`src/rtl/alu_pkg.sv`:
```
// Shared definitions for the MiniAlu execute unit: opcode constants and the
// execute-unit state encoding.
package alu_pkg;

    // Opcodes carried on iOperation
    localparam logic [3:0] OP_NOP  = 4'h0;
    localparam logic [3:0] OP_ADD  = 4'h1;
    localparam logic [3:0] OP_SUB  = 4'h2;
    localparam logic [3:0] OP_MUL  = 4'h3;
    localparam logic [3:0] OP_SMUL = 4'h4;

    // Execute-unit control states
    typedef enum logic [1:0] {
        IDLE    = 2'd0,
        MUL_RUN = 2'd1,
        DONE    = 2'd2
    } exec_state_t;

endpackage

```
`src/rtl/alu_mul_exec_if.sv`:
```
// Request/response bundle between operand fetch, the execute unit and
// RAM write-back.
//
// Handshake: a request transfers on a rising edge where iValid && oReady.
// The requester keeps iValid (and its payload) up until that edge; requests
// presented while oReady=0 are ignored. oValid is a single-cycle pulse with no
// backpressure: write-back must take oResult0/1 in that very cycle, using
// oWriteEnable0/1 and oError, all of which are meaningful only while oValid=1.
interface alu_mul_exec_if #(
    parameter int WIDTH = 16
);
    logic             iValid;
    logic             oReady;
    logic [3:0]       iOperation;
    logic [WIDTH-1:0] iDataA;
    logic [WIDTH-1:0] iDataB;
    logic             oValid;
    logic [WIDTH-1:0] oResult0;
    logic [WIDTH-1:0] oResult1;
    logic             oWriteEnable0;
    logic             oWriteEnable1;
    logic             oError;

    modport master (
        output iValid, iOperation, iDataA, iDataB,
        input  oReady, oValid, oResult0, oResult1,
               oWriteEnable0, oWriteEnable1, oError
    );

    modport slave (
        input  iValid, iOperation, iDataA, iDataB,
        output oReady, oValid, oResult0, oResult1,
               oWriteEnable0, oWriteEnable1, oError
    );
endinterface

```
`src/rtl/alu_mul_exec_shift_add_mult.sv`:
```
// Unsigned iterative shift-add multiplier, one multiplier bit per cycle.
// 'done' is asserted in the cycle of the final iteration and 'product' then
// carries the value the accumulator takes on that edge, so the parent can
// register the finished product together with its own state change.
// Optional: ALU_MUL_EXEC_EARLY_TERM_EN finishes as soon as the remaining
// multiplier bits are all zero, applying the outstanding shifts at once.
module shift_add_mult #(
    parameter int WIDTH = 16,
    parameter int CNTW  = $clog2(WIDTH) + 1
) (
    input  logic               clk,
    input  logic               rst_n,
    input  logic               start,
    input  logic [WIDTH-1:0]   a,
    input  logic [WIDTH-1:0]   b,
    output logic               done,
    output logic [2*WIDTH-1:0] product
);
    logic               busy;
    logic [CNTW-1:0]    cnt;
    logic [2*WIDTH:0]   acc;
    logic [WIDTH-1:0]   mcand;
    logic [WIDTH-1:0]   mplr;
    logic [2*WIDTH:0]   acc_add;
    logic [2*WIDTH-1:0] acc_fin;

    // One iteration: conditional add into the upper half, then shift right
    always_comb begin
        acc_add = acc + (mplr[0] ? {1'b0, mcand, {WIDTH{1'b0}}} : {(2*WIDTH+1){1'b0}});
`ifdef ALU_MUL_EXEC_EARLY_TERM_EN
        if (mplr[WIDTH-1:1] == '0) begin
            acc_fin = (2*WIDTH)'(acc_add >> cnt);
            done    = busy;
        end else begin
            acc_fin = acc_add[2*WIDTH:1];
            done    = busy && (cnt == CNTW'(1));
        end
`else
        acc_fin = acc_add[2*WIDTH:1];
        done    = busy && (cnt == CNTW'(1));
`endif
        product = acc_fin;
    end

    // Operand capture on start, then one iteration per cycle until done
    always_ff @(posedge clk or negedge rst_n) begin
        if (!rst_n) begin
            busy  <= 1'b0;
            cnt   <= '0;
            acc   <= '0;
            mcand <= '0;
            mplr  <= '0;
        end else if (start) begin
            busy  <= 1'b1;
            cnt   <= CNTW'(WIDTH);
            acc   <= '0;
            mcand <= a;
            mplr  <= b;
        end else if (busy) begin
            acc  <= {1'b0, acc_fin};
            mplr <= mplr >> 1;
            if (done) begin
                busy <= 1'b0;
                cnt  <= '0;
            end else begin
                cnt <= cnt - CNTW'(1);
            end
        end
    end
endmodule

```
`src/rtl/alu_mul_exec.sv`:
```
// MiniAlu execute unit: registered ADD/SUB (one per cycle), iterative
// MUL/SMUL producing a 2*WIDTH product split over two write ports, and an
// error response for any other opcode. All outputs are flops; oReady is a
// registered copy of "next state is IDLE" so it stays low during reset.
// Optional: ALU_MUL_EXEC_EARLY_TERM_EN (shortens multiplies, see core).
module alu_mul_exec
    import alu_pkg::*;
#(
    parameter int WIDTH = 16,
    parameter int CNTW  = $clog2(WIDTH) + 1
) (
    input  logic                 Clock,
    input  logic                 Reset,
    alu_mul_exec_if.slave        bus,
    output exec_state_t          dbg_state
);
    exec_state_t        state, state_next;
    logic               sign, sign_next;
    logic               ready, ready_next;
    logic               valid, valid_next;
    logic               we0, we0_next;
    logic               we1, we1_next;
    logic               err, err_next;
    logic [WIDTH-1:0]   res0, res0_next;
    logic [WIDTH-1:0]   res1, res1_next;
    logic               accept;
    logic               core_start;
    logic [WIDTH-1:0]   core_a, core_b;
    logic               core_done;
    logic [2*WIDTH-1:0] core_product;
    logic [2*WIDTH-1:0] signed_product;
    logic [WIDTH-1:0]   abs_a, abs_b;

    assign accept = bus.iValid && ready;
    assign abs_a  = bus.iDataA[WIDTH-1] ? -bus.iDataA : bus.iDataA;
    assign abs_b  = bus.iDataB[WIDTH-1] ? -bus.iDataB : bus.iDataB;
    assign signed_product = sign ? -core_product : core_product;

    shift_add_mult #(.WIDTH(WIDTH), .CNTW(CNTW)) u_mult (
        .clk     (Clock),
        .rst_n   (Reset),
        .start   (core_start),
        .a       (core_a),
        .b       (core_b),
        .done    (core_done),
        .product (core_product)
    );

    // Next-state and next-output decode
    always_comb begin
        state_next = state;
        sign_next  = sign;
        valid_next = 1'b0;
        we0_next   = 1'b0;
        we1_next   = 1'b0;
        err_next   = 1'b0;
        res0_next  = '0;
        res1_next  = '0;
        core_start = 1'b0;
        core_a     = bus.iDataA;
        core_b     = bus.iDataB;
        case (state)
            IDLE: begin
                if (accept) begin
                    case (bus.iOperation)
                        OP_ADD: begin
                            valid_next = 1'b1;
                            we0_next   = 1'b1;
                            res0_next  = bus.iDataA + bus.iDataB;
                        end
                        OP_SUB: begin
                            valid_next = 1'b1;
                            we0_next   = 1'b1;
                            res0_next  = bus.iDataA - bus.iDataB;
                        end
                        OP_MUL: begin
                            core_start = 1'b1;
                            sign_next  = 1'b0;
                            state_next = MUL_RUN;
                        end
                        OP_SMUL: begin
                            core_start = 1'b1;
                            core_a     = abs_a;
                            core_b     = abs_b;
                            sign_next  = bus.iDataA[WIDTH-1] ^ bus.iDataB[WIDTH-1];
                            state_next = MUL_RUN;
                        end
                        default: begin
                            valid_next = 1'b1;
                            err_next   = 1'b1;
                        end
                    endcase
                end
            end
            MUL_RUN: begin
                if (core_done) begin
                    state_next             = DONE;
                    valid_next             = 1'b1;
                    we0_next               = 1'b1;
                    we1_next               = 1'b1;
                    {res1_next, res0_next} = signed_product;
                end
            end
            DONE:    state_next = IDLE;
            default: state_next = IDLE;
        endcase
        ready_next = (state_next == IDLE);
    end

    // State and output registers
    always_ff @(posedge Clock or negedge Reset) begin
        if (!Reset) begin
            state <= IDLE;
            sign  <= 1'b0;
            ready <= 1'b0;
            valid <= 1'b0;
            we0   <= 1'b0;
            we1   <= 1'b0;
            err   <= 1'b0;
            res0  <= '0;
            res1  <= '0;
        end else begin
            state <= state_next;
            sign  <= sign_next;
            ready <= ready_next;
            valid <= valid_next;
            we0   <= we0_next;
            we1   <= we1_next;
            err   <= err_next;
            res0  <= res0_next;
            res1  <= res1_next;
        end
    end

    assign bus.oReady        = ready;
    assign bus.oValid        = valid;
    assign bus.oResult0      = res0;
    assign bus.oResult1      = res1;
    assign bus.oWriteEnable0 = we0;
    assign bus.oWriteEnable1 = we1;
    assign bus.oError        = err;
    assign dbg_state         = state;
endmodule

```
`src/flat_wrapper.sv`:
```
// flat-port wrapper written by rule: the top's interface ports become plain ports
module alu_mul_exec_flat import alu_pkg::*;
#(
    parameter int WIDTH = 16,
    parameter int CNTW  = $clog2(WIDTH) + 1
)
  (Clock, Reset, dbg_state, bus_iValid, bus_iOperation, bus_iDataA, bus_iDataB, bus_oReady, bus_oValid, bus_oResult0, bus_oResult1, bus_oWriteEnable0, bus_oWriteEnable1, bus_oError);
  alu_mul_exec_if #(.WIDTH(WIDTH)) bus_i ();
  input  logic Clock;
  input  logic Reset;
  output exec_state_t dbg_state;
  input wire logic [$bits(bus_i.iValid)-1:0] bus_iValid;
  input wire logic [$bits(bus_i.iOperation)-1:0] bus_iOperation;
  input wire logic [$bits(bus_i.iDataA)-1:0] bus_iDataA;
  input wire logic [$bits(bus_i.iDataB)-1:0] bus_iDataB;
  output wire logic [$bits(bus_i.oReady)-1:0] bus_oReady;
  output wire logic [$bits(bus_i.oValid)-1:0] bus_oValid;
  output wire logic [$bits(bus_i.oResult0)-1:0] bus_oResult0;
  output wire logic [$bits(bus_i.oResult1)-1:0] bus_oResult1;
  output wire logic [$bits(bus_i.oWriteEnable0)-1:0] bus_oWriteEnable0;
  output wire logic [$bits(bus_i.oWriteEnable1)-1:0] bus_oWriteEnable1;
  output wire logic [$bits(bus_i.oError)-1:0] bus_oError;
  assign bus_i.iValid = bus_iValid;
  assign bus_i.iOperation = bus_iOperation;
  assign bus_i.iDataA = bus_iDataA;
  assign bus_i.iDataB = bus_iDataB;
  assign bus_oReady = bus_i.oReady;
  assign bus_oValid = bus_i.oValid;
  assign bus_oResult0 = bus_i.oResult0;
  assign bus_oResult1 = bus_i.oResult1;
  assign bus_oWriteEnable0 = bus_i.oWriteEnable0;
  assign bus_oWriteEnable1 = bus_i.oWriteEnable1;
  assign bus_oError = bus_i.oError;
  alu_mul_exec #(.WIDTH(WIDTH), .CNTW(CNTW)) u_core (.Clock(Clock), .Reset(Reset), .bus(bus_i), .dbg_state(dbg_state));
endmodule
```
`config.mk`:
```
export PLATFORM = sky130hd
export DESIGN_NAME = alu_mul_exec_flat
export DESIGN_NICKNAME = d
export VERILOG_FILES = /design/src/rtl/alu_pkg.sv /design/src/rtl/alu_mul_exec_if.sv /design/src/rtl/alu_mul_exec_shift_add_mult.sv /design/src/rtl/alu_mul_exec.sv /design/src/flat_wrapper.sv
export SDC_FILE = /design/constraint.sdc
export NUM_CORES = 1
export LEC_CHECK = 0
export BUFFER_PORTS_ARGS = -buffer_cell sky130_fd_sc_hd__buf_2
export CORE_ASPECT_RATIO = 0.5
export CORE_MARGIN = 8
export CORE_UTILIZATION = 60
export CTS_BUF_LIST = sky130_fd_sc_hd__clkbuf_16
export DETAILED_ROUTE_END_ITERATION = 7
export GPL_TIMING_DRIVEN = 0
export PLACE_DENSITY = 0.86
export SYNTH_ARGS = -nofsm -noshare
export SYNTH_HDL_FRONTEND = slang
export SYNTH_SLANG_ARGS = --single-unit
```
`constraint.sdc`:
```
create_clock -name Clock -period 3.8 [get_ports Clock]
set_input_delay 0.38 -clock Clock [delete_from_list [all_inputs] [get_ports Clock]]
set_output_delay 0.38 -clock Clock [all_outputs]
set_load 0.005 [all_outputs]
```
==> results.toml <==
[yosys]
synth_warnings = 0
synth_mux_area_frac = 0.05950
synth_top_family_by_area = "simple AND/OR/NAND/NOR gates"
synthFlopType = "dfrtp_1"
synth_xor_area_frac = 0.1050
mappedNetlistNets = 899
synthCells = 821
yosys.cell_types.count = 78
synthSimpleGateAreaFrac = 0.2132
synthArstFlopShare = 1.000
syn_area_mm2 = 0.007402
ys_seq_area_frac = 0.3685
synth_edf_count = 0
synthAdderAreaFrac = 0.06795
synth-compound-area-share = 0.1513
avgSynthCellArea_um2 = 9.016
ys_seq_elements = 109

[power_and_ir_drop]
power.static_leakage_nw = 4.022
irDropWorstVdd_uv = 314.3
power_density_mw_per_mm2 = 711.1
combPwrFrac = 0.511
power_frac_seq = 0.311
swShare = 0.4364
switching_power_mw = 2.619
power.share.clock = 0.178
p_total_mw = 6.001
internal-power_mw = 3.382

[detailed_routing]
drc = 0
via_count = 6737
vias_per_cell = 6.244
wl_mm = 20.73
drt_iter0_drc = 568
ant_nets = 0
dr.pass1.iters = 5
wire_per_inst_um = 19.21

[sta]
period_share = 0.9837
holdWs_ps = 3.849
finalClockSkew_ps = 9.454
tightest_slew_ps = 1152
finalCriticalPeriod_ps = 3738
hold_violations = 0
relSlewSlack = 0.2213
fin_ws_ps = 61.89
max_freq_mhz = 267.5
slew_violations = 0
setup_viol = 0

[worst_setup_path]
worstReg2RegEnd = "u_core.bus.oResult1[15]"
ff2ff_setup_slack_ps = 190
required_ps = 4000
max_stage_delay_ps = 480
critPathLaunchType = "input pin"
end_kind = "flop"
path_common_cell = "or3_1"
crit_chain = "buf_2 -> or3_1 -> or3_1 -> or3_1 -> clkbuf_1 -> nand2_1 -> xor2_1 -> ha_1 -> and4_1 -> a32oi_1 -> nand2_1 -> o41ai_2 -> o21ai_1 -> xnor2_1 -> o22ai_1"
reg2reg_from = "u_core.u_mult.mplr[0]"
critPathTopFamily = "simple AND/OR/NAND/NOR gates"
cp-endpoint = "u_core.bus.oResult0[13]"
r2r_cells = 12
crit_type = "input pin to flop"
cp-startpoint = "bus_iDataB[2]"
cp_num_cells = 15
slowest_stage = "o41ai_2"
cp_max_fo = 6
cp.buffers_inverters = 2
critPathArrivalTime_ps = 3940

[hold_path]
hold_class = "input pin to asynchronous set/reset pin"

[clock_tree]
path_clk_slew_ps = 80
cts_tree = "yes"
cts_sinks = 109
root_buffer = "clkbuf_16"
htree_levels = 3
ctsHoldBuffers = 0
cts_buffer_depth = 2
clock_latency_ps = 360
cts_buffers = 9

[floorplan]
io_pins = 78
die_w_um = 173.1
core_mm2 = 0.01191
initial_core_util = 0.6214
rows = 28
die_area_mm2 = 0.01636
die_y_um = 94.54

[place]
dp_slack_ps = -489.1
dpl.cell_count = 1062
place_congestion = 0.9152
dp_hpwl_mm = 14.90
io_buffer_count = 75

[cells_and_area]
n_antenna_cell = 0
mostFrequentLayoutCells = "dfrtp_1 (108), nor2_1 (105), nand2_1 (76), buf_2 (74), o21ai_0 (51)"
fin_util = 0.7085
drive_above_1_share = 0.1488
fillers = 883
nNetsFinal = 987
layout.cells.non_filler = 1079
area_growth_pct = 14.01
final_common_cell = "dfrtp_1"

[grt]
globalRouteOverflowTotal = 0
grt_pass1_vias = 6419
grtUsageTotal = 0.2444
grt_max_degree = 71
grt_pass1_wl_mm = 32.37
antenna_found_initial = 0

[outcome]
outcome = "complete, no violations"

[job]
max_cap_violations = 0
## power groups by stage
stage / clock network, mW / registers [mW] / logic [mW]
after global placement: 0 / 1.84 / 2.81
after floorplan: 0 / 1.78 / 2.27
after CTS: 1.07 / 1.85 / 2.97
final: 1.07 / 1.87 / 3.06
after global routing: 1.10 / 1.90 / 3.35
after detailed placement: 0 / 1.86 / 2.91
## how the worst min path moves through the flow
stage                             from                 endpoint  slack (ps)  cells after the start
2_1_floorplan                    Reset        u_core.bus.oError          80                      0
3_3_place_gp   u_core.u_mult.mcand[15]  u_core.u_mult.mcand[15]         450                      2
3_5_place_dp                     Reset     u_core.u_mult.acc[7]         390                      1
4_1_cts                          Reset     u_core.u_mult.acc[3]          20                      1
5_1_grt                          Reset   u_core.bus.oResult0[5]          50                      1
6_report                         Reset     u_core.u_mult.cnt[2]           4                      1
## cells in the mapped netlist (all sizes together) (6+ instances only)
cell / number / area share
dfrtp: 109 / 0.37
nor2b: 11 / 0.0093
nor3: 29 / 0.023
and3: 6 / 0.0051
xnor2: 46 / 0.055
inv: 19 / 0.0096
nand2: 76 / 0.039
o31ai: 10 / 0.010
o21ai: 56 / 0.038
a21oi: 29 / 0.020
and2: 19 / 0.016
a21o: 13 / 0.013
or3: 9 / 0.0093
nand3: 9 / 0.0061
nor4: 9 / 0.010
mux2i: 44 / 0.059
nor2: 107 / 0.055
a211oi: 13 / 0.014
clkbuf: 30 / 0.018
nand2b: 7 / 0.0059
ha: 37 / 0.063
buf: 7 / 0.0061
o22ai: 10 / 0.0085
xor2: 41 / 0.050
o21a: 7 / 0.0071
## repair_timing
action,in CTS,in global routing
setup endpoints to repair,3,8
buffers inserted,0,1
pin swaps,0,4
gates resized for setup,3,15
## registers in the layout (all words and copies together), names as in the netlist, 2 cells and up
signal	count
u_core.dbg_state	2
u_core.bus.oResult0	16
u_core.u_mult.mplr	16
u_core.u_mult.cnt	5
u_core.bus.oResult1	16
u_core.u_mult.mcand	16
u_core.u_mult.acc	31
## cell families (layout without fill, tap and decap cells)
group | after synthesis | in the layout
adder cells (fa/ha/maj) | 39 | 39
multiplexers | 44 | 44
AO/OA/AOI/OAI | 171 | 171
flip-flops | 109 | 109
buffers and inverters | 58 | 151
XOR/XNOR | 87 | 87
AND/OR/NAND/NOR | 313 | 313
## per-stage QoR
step / setup TNS (ps) / area, um^2
2_1_floorplan: 0 / 7402
3_3_place_gp: -1079 / 7984
3_5_place_dp: -1440 / 8014
4_1_cts: 0 / 8359
5_1_grt: -144.8 / 8439
6_report: 0 / 8439
## cell type report
type	count	area, um^2	share of cell area
Multi-Input combinational cell	654	4503	0.5336
Sequential cell	109	2729	0.3234
Timing Repair Buffer	77	412.9	0.04893
Clock buffer	9	225.2	0.02669
Tap cell	165	206.4	0.02446
Buffer	37	178.9	0.02120
Clock inverter	7	105.1	0.01245
Inverter	21	78.83	0.009340
## per-layer routing
metal / GRT usage / routed length (um) / vias to the layer above
met5: 0 / 0 / -
met4: 0.1069 / 714 / 0
met3: 0.05456 / 2032 / 73
met1: 0.3101 / 8460 / 3231
met2: 0.4036 / 9522 / 359
li1: - / - / 3074
Note: power is estimated with default switching activity, not from simulation.
